**src/rtl/rr_arbiter_8_pkg.sv**
```systemverilog
// Shared widths, FSM encoding and helpers for the 8-way round-robin arbiter.
package rr_arbiter_8_pkg;

   localparam int unsigned N_REQ      = 8;
   localparam int unsigned IDX_W      = 3;
   localparam int unsigned HOLD_CNT_W = 8;

   typedef enum logic {
      IDLE  = 1'b0,
      GRANT = 1'b1
   } state_t;

   // One-hot decode of a requester index.
   function automatic logic [N_REQ-1:0] idx2oh(input logic [IDX_W-1:0] idx);
      return N_REQ'(1) << idx;
   endfunction

endpackage

```
**src/rtl/rr_arbiter_8_next_idx.sv**
```systemverilog
// Round-robin search: first set bit of (req & ~mask) strictly after 'last', wrapping.
module rr_next_idx
   import rr_arbiter_8_pkg::*;
(
   input  logic [N_REQ-1:0] req,
   input  logic [N_REQ-1:0] mask,
   input  logic [IDX_W-1:0] last,
   output logic             found,
   output logic [IDX_W-1:0] idx
);

   localparam int unsigned SH_W = IDX_W + 1;

   logic [N_REQ-1:0] eff;
   logic [N_REQ-1:0] rot;
   logic [SH_W-1:0]  sh;
   logic [IDX_W-1:0] enc;

   // Rotate so that position last+1 lands on bit 0, priority-encode, then un-rotate.
   always_comb begin
      eff   = req & ~mask;
      sh    = SH_W'(last) + SH_W'(1);
      rot   = N_REQ'({eff, eff} >> sh);
      found = |rot;
      enc   = '0;
      for (int i = N_REQ - 1; i >= 0; i--) begin
         if (rot[i]) enc = IDX_W'(i);
      end
      idx   = enc + last + IDX_W'(1);
   end

endmodule

```
**src/rtl/rr_arbiter_8.sv**
```systemverilog
// Eight-way round-robin arbiter with registered index/one-hot grant and optional hold limit.
module rr_arbiter_8
   import rr_arbiter_8_pkg::*;
#(
   parameter int unsigned MAX_HOLD = 0
) (
   input  logic       clk,
   input  logic       rst_n,
   input  logic [7:0] req,
   output logic [7:0] gnt,
   output logic [2:0] gnt_idx,
   output logic       gnt_valid
);

   localparam logic [HOLD_CNT_W-1:0] CNT_MAX   = '1;
   localparam logic [HOLD_CNT_W-1:0] HOLD_LAST =
      (MAX_HOLD == 0) ? HOLD_CNT_W'(0) : HOLD_CNT_W'(MAX_HOLD - 1);
   localparam logic                  HOLD_EN   = (MAX_HOLD != 0);

   state_t                 state_q, state_d;
   logic [IDX_W-1:0]       last_q, last_d;
   logic [HOLD_CNT_W-1:0]  cnt_q, cnt_d;
   logic [IDX_W-1:0]       idx_d;
   logic                   valid_d;
   logic [N_REQ-1:0]       gnt_d;

   logic [N_REQ-1:0]       owner_oh;
   logic [N_REQ-1:0]       pick_mask;
   logic                   pick_found;
   logic [IDX_W-1:0]       pick_idx;
   logic                   others;
   logic                   preempt;

   // Owner is excluded from the search only while a grant is held.
   always_comb begin
      owner_oh  = idx2oh(gnt_idx);
      pick_mask = (state_q == GRANT) ? owner_oh : '0;
      others    = |(req & ~owner_oh);
      preempt   = HOLD_EN && (cnt_q >= HOLD_LAST) && others;
   end

   rr_next_idx u_next_idx (
      .req   (req),
      .mask  (pick_mask),
      .last  (last_q),
      .found (pick_found),
      .idx   (pick_idx)
   );

   // Next-state, pointer, hold counter and output values.
   always_comb begin
      state_d = state_q;
      last_d  = last_q;
      cnt_d   = cnt_q;
      idx_d   = gnt_idx;
      valid_d = gnt_valid;
      case (state_q)
         IDLE: begin
            if (pick_found) begin
               state_d = GRANT;
               idx_d   = pick_idx;
               valid_d = 1'b1;
               last_d  = pick_idx;
               cnt_d   = '0;
            end
         end
         GRANT: begin
            if (req[gnt_idx] && !preempt) begin
               cnt_d = (cnt_q == CNT_MAX) ? cnt_q : cnt_q + HOLD_CNT_W'(1);
            end else if (pick_found) begin
               idx_d  = pick_idx;
               last_d = pick_idx;
               cnt_d  = '0;
            end else begin
               state_d = IDLE;
               idx_d   = '0;
               valid_d = 1'b0;
               cnt_d   = '0;
            end
         end
         default: begin
            state_d = IDLE;
            idx_d   = '0;
            valid_d = 1'b0;
            cnt_d   = '0;
         end
      endcase
      gnt_d = valid_d ? idx2oh(idx_d) : '0;
   end

   // State and output registers.
   always_ff @(posedge clk or negedge rst_n) begin
      if (!rst_n) begin
         state_q   <= IDLE;
         last_q    <= IDX_W'(N_REQ - 1);
         cnt_q     <= '0;
         gnt_idx   <= '0;
         gnt_valid <= 1'b0;
         gnt       <= '0;
      end else begin
         state_q   <= state_d;
         last_q    <= last_d;
         cnt_q     <= cnt_d;
         gnt_idx   <= idx_d;
         gnt_valid <= valid_d;
         gnt       <= gnt_d;
      end
   end

endmodule

```
**config.mk**
```make
export PLATFORM = sky130hd
export DESIGN_NAME = rr_arbiter_8
export DESIGN_NICKNAME = d
export VERILOG_FILES = /design/src/rtl/rr_arbiter_8_pkg.sv /design/src/rtl/rr_arbiter_8_next_idx.sv /design/src/rtl/rr_arbiter_8.sv
export SDC_FILE = /design/constraint.sdc
export NUM_CORES = 1
export LEC_CHECK = 0
export CAP_MARGIN = 20
export CORE_MARGIN = 8
export CORE_UTILIZATION = 30
export CTS_BUF_LIST = sky130_fd_sc_hd__clkbuf_4 sky130_fd_sc_hd__clkbuf_8
export CTS_CLUSTER_SIZE = 30
export DETAILED_ROUTE_END_ITERATION = 10
export PLACE_DENSITY = 0.6
export RECOVER_POWER = 50
export SLEW_MARGIN = 40
export SYNTH_ARGS = -nofsm -noshare
export SYNTH_HDL_FRONTEND = slang
export SYNTH_HIERARCHICAL = 1
export SYNTH_SLANG_ARGS = --single-unit
```
**constraint.sdc**
```tcl
create_clock -name clk -period 6.8 [get_ports clk]
set_input_delay 1.36 -clock clk [delete_from_list [all_inputs] [get_ports clk]]
set_output_delay 1.36 -clock clk [all_outputs]
set_load 0.02 [all_outputs]
```
==> results.sh, run 1 <==
export IMPL_rsz0062_at_grt="no"
export IMPL_finalHoldViolCount=0
export IMPL_worstMarginPinSlew_ps=866
export IMPL_core_mm2=0.00501
export IMPL_status="complete, no violations"
export IMPL_grt_pass1_vias=1205
export IMPL_cp_data_arrival_time_ps=4800
export IMPL_cp_max_fo=7
export IMPL_tritoncts="built"
export IMPL_ys_seq_area_share_pct=26.6
export IMPL_firstDrtPassIters=4
export IMPL_tns_ps=0
export IMPL_htree_levels=1
export IMPL_diodes=0
export IMPL_worstHoldPathCells=1
export IMPL_grt_pass1_wl_mm=5.74
export IMPL_holdPathEnd="last_q[0]$_DFFE_PN1P_"
export IMPL_yosys_area_top_type="dfrtp_1"
export IMPL_detail_route_antenna_nets=0
export IMPL_r2r_start="gnt_idx[0]$_DFF_PN0_"
export IMPL_synth_seq_cells=16
export IMPL_cts_hold_buf=0
export IMPL_die_area_mm2=0.00761
export IMPL_rows=26
export IMPL_numClockSinks=16
export IMPL_overflow=0
export IMPL_numCtsBuffers=3
export IMPL_cts_max_path_buffers=2
export IMPL_viasPerCell=4.95
export IMPL_critical_path_startpoint_type="input pin"
export IMPL_finalSetupViolations=0
export IMPL_fin_nets=177
export IMPL_post_cts_setup_buffers=0
export IMPL_antenna_found_initial=0
export IMPL_drc=0
export IMPL_initial_core_util_pct=30.4
export IMPL_syn_to_final_growth_pct=18.5
export IMPL_die_y_um=87.2
export IMPL_synth_area_leaders="dfrtp_1 (21%), mux4_1 (10%), mux2_2 (7.4%), mux4_2 (5.9%), nand2b_1 (5.3%)"
export IMPL_synthTopCellsByCount="nor2_1 (19), dfrtp_1 (13), nand2b_1 (13), nand2_1 (11), mux2_2 (10)"
export IMPL_yosys_cell_count_top_type="nor2_1"
export IMPL_period_share_pct=68.7
export IMPL_cp_end_kind="register"
export IMPL_pin_count=22
export IMPL_grtUsageTotal_pct=9.31
export IMPL_path_class="input pin to register"
export IMPL_cap_viol_max_count=0
export IMPL_hp_class="register to register"
export IMPL_rr_worst_depth=17
export IMPL_reg2reg_slack_ps=2740
export IMPL_finalCriticalPeriod_ps=4670
export IMPL_hpwl_mm=2.59
export IMPL_cts_resized_gates=0
export IMPL_syn_area_per_cell_um2=10.4
export IMPL_yosysTopAreaCellShare_pct=21.4
export IMPL_finClkSkew_ps=5.65
export IMPL_synth_flop_cell="dfrtp_1"
export IMPL_syn_area_mm2=0.00152
export IMPL_synthCells=147
export IMPL_cts_root_buf="clkbuf_8"
export IMPL_yosys_warnings=6
export IMPL_syn_num_nets=159
export IMPL_port_buffers=21
export IMPL_clkTransAtPathRegs_ps=60
export IMPL_fmax_ghz=0.214
export IMPL_grt_max_degree=19
export IMPL_gp_congestion=0.759
export IMPL_drt_total_wl_mm=3.33
export IMPL_maxSlewViolCount=0
export IMPL_r2r_end="gnt[3]$_DFF_PN0_"
export IMPL_worst_ep_required_time_ps=6930
export IMPL_drtIter0Drc=52
export IMPL_die_width_um=87.2
export IMPL_wl_per_cell_um=14.2
export IMPL_min_delay_start="last_q[0]$_DFFE_PN1P_"
export IMPL_slew_headroom_pct=42.3
export IMPL_ys_types=49
export IMPL_drive_gt1_share_pct=18.9
export IMPL_num_vias=1158
export IMPL_clk_insertion_delay_late_ps=250
export IMPL_synth_edff_count=0
export IMPL_ys_async_sr_fraction_pct=100
[cells in the final DEF, fill, tap and decap left out, types with 2 or more instances in the layout]
cell type / n
nor2_1: 19
clkdlybuf4s50_1: 14
nand2b_1: 13
dfrtp_1: 13
nand2_1: 11
mux2_2: 10
mux2i_1: 8
inv_1: 7
dlygate4sd3_1: 6
mux4_1: 6
mux4_2: 4
a21oi_1: 4
nor2b_1: 3
clkbuf_8: 3
dfstp_2: 3
nor3b_1: 2
nor4b_1: 2
a211oi_1: 2
nor3_1: 2
xnor2_1: 2
[how the worst max path moves through the flow]
stage	startpoint	cells past startpoint	end	slack (ps)
floorplan	req[7]	13	gnt[5]$_DFF_PN0_	2760
global placement	req[3]	16	gnt[3]$_DFF_PN0_	1930
CTS	req[3]	16	gnt[3]$_DFF_PN0_	2120
global route	req[7]	16	gnt[3]$_DFF_PN0_	1850
finish	req[3]	16	gnt[3]$_DFF_PN0_	2130
detailed placement	req[3]	16	gnt[3]$_DFF_PN0_	1880
[stage by stage]
step | hold slack (ps) | instances | instance area (um^2) | setup slack, ps | utilization, %
floorplan | 597 | 147 | 1520 | 2760 | -
global route | 756 | 234 | 1800 | 1850 | 36.0
CTS | 717 | 234 | 1810 | 2120 | 36.1
global placement | 707 | 230 | 1760 | 1930 | 35.1
finish | 734 | 234 | 1800 | 2130 | 36.0
detailed placement | 689 | 230 | 1760 | 1880 | 35.1
[registers in the layout, indices dropped and copies added (netlist names)]
signal	count
gnt	8
gnt_idx	3
gnt_valid	1
last_q	3
state_q	1
[worst max-delay path, stage by stage]
cell and delay, ps:
clkdlybuf4s50_1 560, nand2b_4 80, mux2_1 320, mux4_2 500, nand2_1 100, a221oi_2 50
o21ai_1 140, ha_1 150, inv_1 50, fa_1 370, xnor2_1 140, xnor2_1 220
nand2_1 90, o2bb2ai_1 430, nand2b_1 190, nor2_1 40
[metal layers]
layer / GRT usage (%) / part of all wire [%]
met5: 0 / 0
met4: 1.09 / 0
met3: 2.74 / 4.1
met2: 15.1 / 48
met1: 12.1 / 48
[final cells by class]
| type | instances | area, um^2 |
|---|---|---|
| inverter | 7 | 26.3 |
| sequential | 16 | 404 |
| multi-input combinational | 116 | 1030 |
| fill | 534 | 3210 |
| timing repair buffer | 21 | 204 |
| clock buffer | 4 | 48.8 |
| tap | 70 | 87.6 |
[logic make-up after synthesis]
| kind of cell | share of synthesized area, % |
|---|---|
| AO/OA/AOI/OAI | 7.89 |
| buffers and inverters | 5.59 |
| flip-flops | 26.6 |
| XOR/XNOR | 1.15 |
| multiplexers | 31.6 |
| AND/OR/NAND/NOR | 25.1 |
| adder cells (fa/ha/maj) | 2.14 |
Power of run 1 is left out: the tool's default activity adds up to more than one toggle a clock period on the data nets, which glitch-free logic cannot reach.
==> run 2, diff against run 1 <==
--- a/config.mk
+++ b/config.mk
@@ -11,7 +11,7 @@
 export CTS_BUF_LIST = sky130_fd_sc_hd__clkbuf_4 sky130_fd_sc_hd__clkbuf_8
 export CTS_CLUSTER_SIZE = 30
 export DETAILED_ROUTE_END_ITERATION = 10
-export PLACE_DENSITY = 0.6
+export PLACE_DENSITY = 0.62
 export RECOVER_POWER = 50
 export SLEW_MARGIN = 40
 export SYNTH_ARGS = -nofsm -noshare
==> constraint.sdc (replaced) <==
create_clock -name clk -period 4 [get_ports clk]
set_input_delay 0.8 -clock clk [delete_from_list [all_inputs] [get_ports clk]]
set_output_delay 0.8 -clock clk [all_outputs]
set_load 0.02 [all_outputs]
==> run 2 against run 1 <==
Net effect: non-clock buffer count up 26; die area unchanged; hold slack got worse by 17 ps; register-to-register slack worse by 2500 ps; setup slack got worse by 1900 ps; flip-flop and latch count did not move; clock skew shrank 3.7 ps.
==> results.sh, run 2 (synthesis gave the netlist of run 1 again) <==
export IMPL_status="complete, no violations"
export IMPL_cts_max_path_buffers=2
export IMPL_initial_core_util_pct=30.4
export IMPL_diodes=0
export IMPL_hp_class="register to register"
export IMPL_crit_path_top_delay_cell="dfrtp_1"
export IMPL_drc=0
export IMPL_finalCriticalPeriod_ps=3780
export IMPL_worst_ep_required_time_ps=4130
export IMPL_post_dp_cell_area_mm2=0.00191
export IMPL_finalHoldViolCount=0
export IMPL_grt_max_degree=19
export IMPL_fillerInstances=489
export IMPL_cp_end_kind="register"
export IMPL_num_vias=1334
export IMPL_overflow=0
export IMPL_final_area_mm2=0.00212
export IMPL_layout_commonest_cell="buf_4"
export IMPL_syn_to_final_growth_pct=39.2
export IMPL_largest_reg_flops=8
export IMPL_viasPerCell=5.13
export IMPL_fin_nets=203
export IMPL_die_y_um=87.2
export IMPL_die_area_mm2=0.00761
export IMPL_maxSlewViolCount=0
export IMPL_cp_data_arrival_time_ps=3910
export IMPL_fin_ws_ps=224
export IMPL_grtUsageTotal_pct=10.2
export IMPL_tritoncts="built"
export IMPL_grt_pass1_vias=1336
export IMPL_largest_register="gnt"
export IMPL_finalSetupViolations=0
export IMPL_hpwl_mm=2.86
export IMPL_finClkSkew_ps=1.99
export IMPL_antenna_found_initial=0
export IMPL_rows=26
export IMPL_detail_route_antenna_nets=0
export IMPL_crit_chain="nand2b_1, nor2_1, nand2b_1, mux2_4, mux4_2, nand2_2, a221oi_2, o21ai_1, ha_2, inv_2, fa_2, xnor2_2, xnor2_2, nand2_2, buf_4, o2bb2ai_4, nand2b_4, nor2_1"
export IMPL_numCtsBuffers=3
export IMPL_die_width_um=87.2
export IMPL_pre_cts_ws_ps=-286
export IMPL_cts_root_buf="clkbuf_8"
export IMPL_slew_headroom_pct=51.4
export IMPL_cp_max_fo=10
export IMPL_pin_count=22
export IMPL_drive_gt1_share_pct=37.9
export IMPL_drt_total_wl_mm=3.91
export IMPL_core_mm2=0.00501
export IMPL_path_class="register to register"
export IMPL_htree_levels=1
export IMPL_cp_slowest_stage_delay_ps=550
export IMPL_top_regs="gnt (8), gnt_idx (3), last_q (3)"
export IMPL_fmax_ghz=0.265
export IMPL_cap_viol_max_count=0
export IMPL_wl_per_cell_um=15.0
export IMPL_cts_hold_buf=0
export IMPL_rsz0062_at_grt="no"
export IMPL_numClockSinks=16
export IMPL_layout_common_cells="buf_4 (25), nor2_1 (19), dfrtp_1 (13), nand2b_1 (12), nand2_1 (9)"
export IMPL_drtIter0Drc=75
export IMPL_grt_pass1_wl_mm=6.35
export IMPL_firstDrtPassIters=4
export IMPL_critical_path_startpoint_type="register"
export IMPL_gp_congestion=0.859
export IMPL_period_share_pct=94.4
export IMPL_port_buffers=21
export IMPL_clkTransAtPathRegs_ps=60
export IMPL_utilization_pct=42.3
export IMPL_worstMarginPinSlew_ps=726
export IMPL_clk_insertion_delay_late_ps=250
run 2: path summary, 6_finish.rpt:
kind,from,to,slack [ps],depth (start not counted)
min in group asynchronous,rst_n,gnt[4]$_DFF_PN0_,1050,1
min,gnt_valid$_DFF_PN0_,gnt_valid$_DFF_PN0_,720,2
max in group asynchronous,rst_n,state_q$_DFF_PN0_,2500,1
max,gnt_idx[1]$_DFF_PN0_,gnt[3]$_DFF_PN0_,220,18
min reg2reg,gnt_valid$_DFF_PN0_,gnt_valid$_DFF_PN0_,720,2
max reg2reg,gnt_idx[1]$_DFF_PN0_,gnt[3]$_DFF_PN0_,220,18
run 2: worst max-delay path, delay by kind of cell (launching register included):
kind	cells	cell delay, ps
AOI/OAI and AO/OA	3	410
DFF	1	550
buffers and inverters	2	180
muxes	2	770
and+or+nand+nor	7	810
adders and majority gates	2	550
xor gates and xnor gates	2	360
run 2: cell type report:
| class | count | area, um^2 | share of cell area (%) |
|---|---|---|---|
| Sequential cell | 16 | 404 | 19.1 |
| Tap cell | 70 | 87.6 | 4.13 |
| Multi-Input combinational cell | 116 | 1120 | 52.7 |
| Clock buffer | 4 | 55.1 | 2.60 |
| Timing Repair Buffer | 47 | 429 | 20.3 |
| Inverter | 7 | 26.3 | 1.24 |
run 2: routing by layer:
layer | up-vias | GRT usage, % | share of wire, %
met3 | 6 | 1.89 | 4.1
li1 | 631 | - | -
met2 | 30 | 17.1 | 51
met4 | 0 | 2.34 | 0.87
met1 | 667 | 13.1 | 44
met5 | - | 0 | 0
run 2: per-stage QoR:
step / TNS [ps] / instances / hold slack [ps]
2_1_floorplan: 0 / 147 / 504
3_3_place_gp: -1780 / 250 / 679
3_5_place_dp: -1990 / 250 / 680
4_1_cts: 0 / 254 / 704
5_1_grt: 0 / 260 / 752
6_report: 0 / 260 / 717
run 2: repair_timing:
item                                    4_1_cts  5_1_grt
gates resized for setup                       1       28
buffers inserted                              0        6
pin swaps                                     0       10
endpoints found under the setup margin        4        9
Power of run 2 is left out for the same reason.
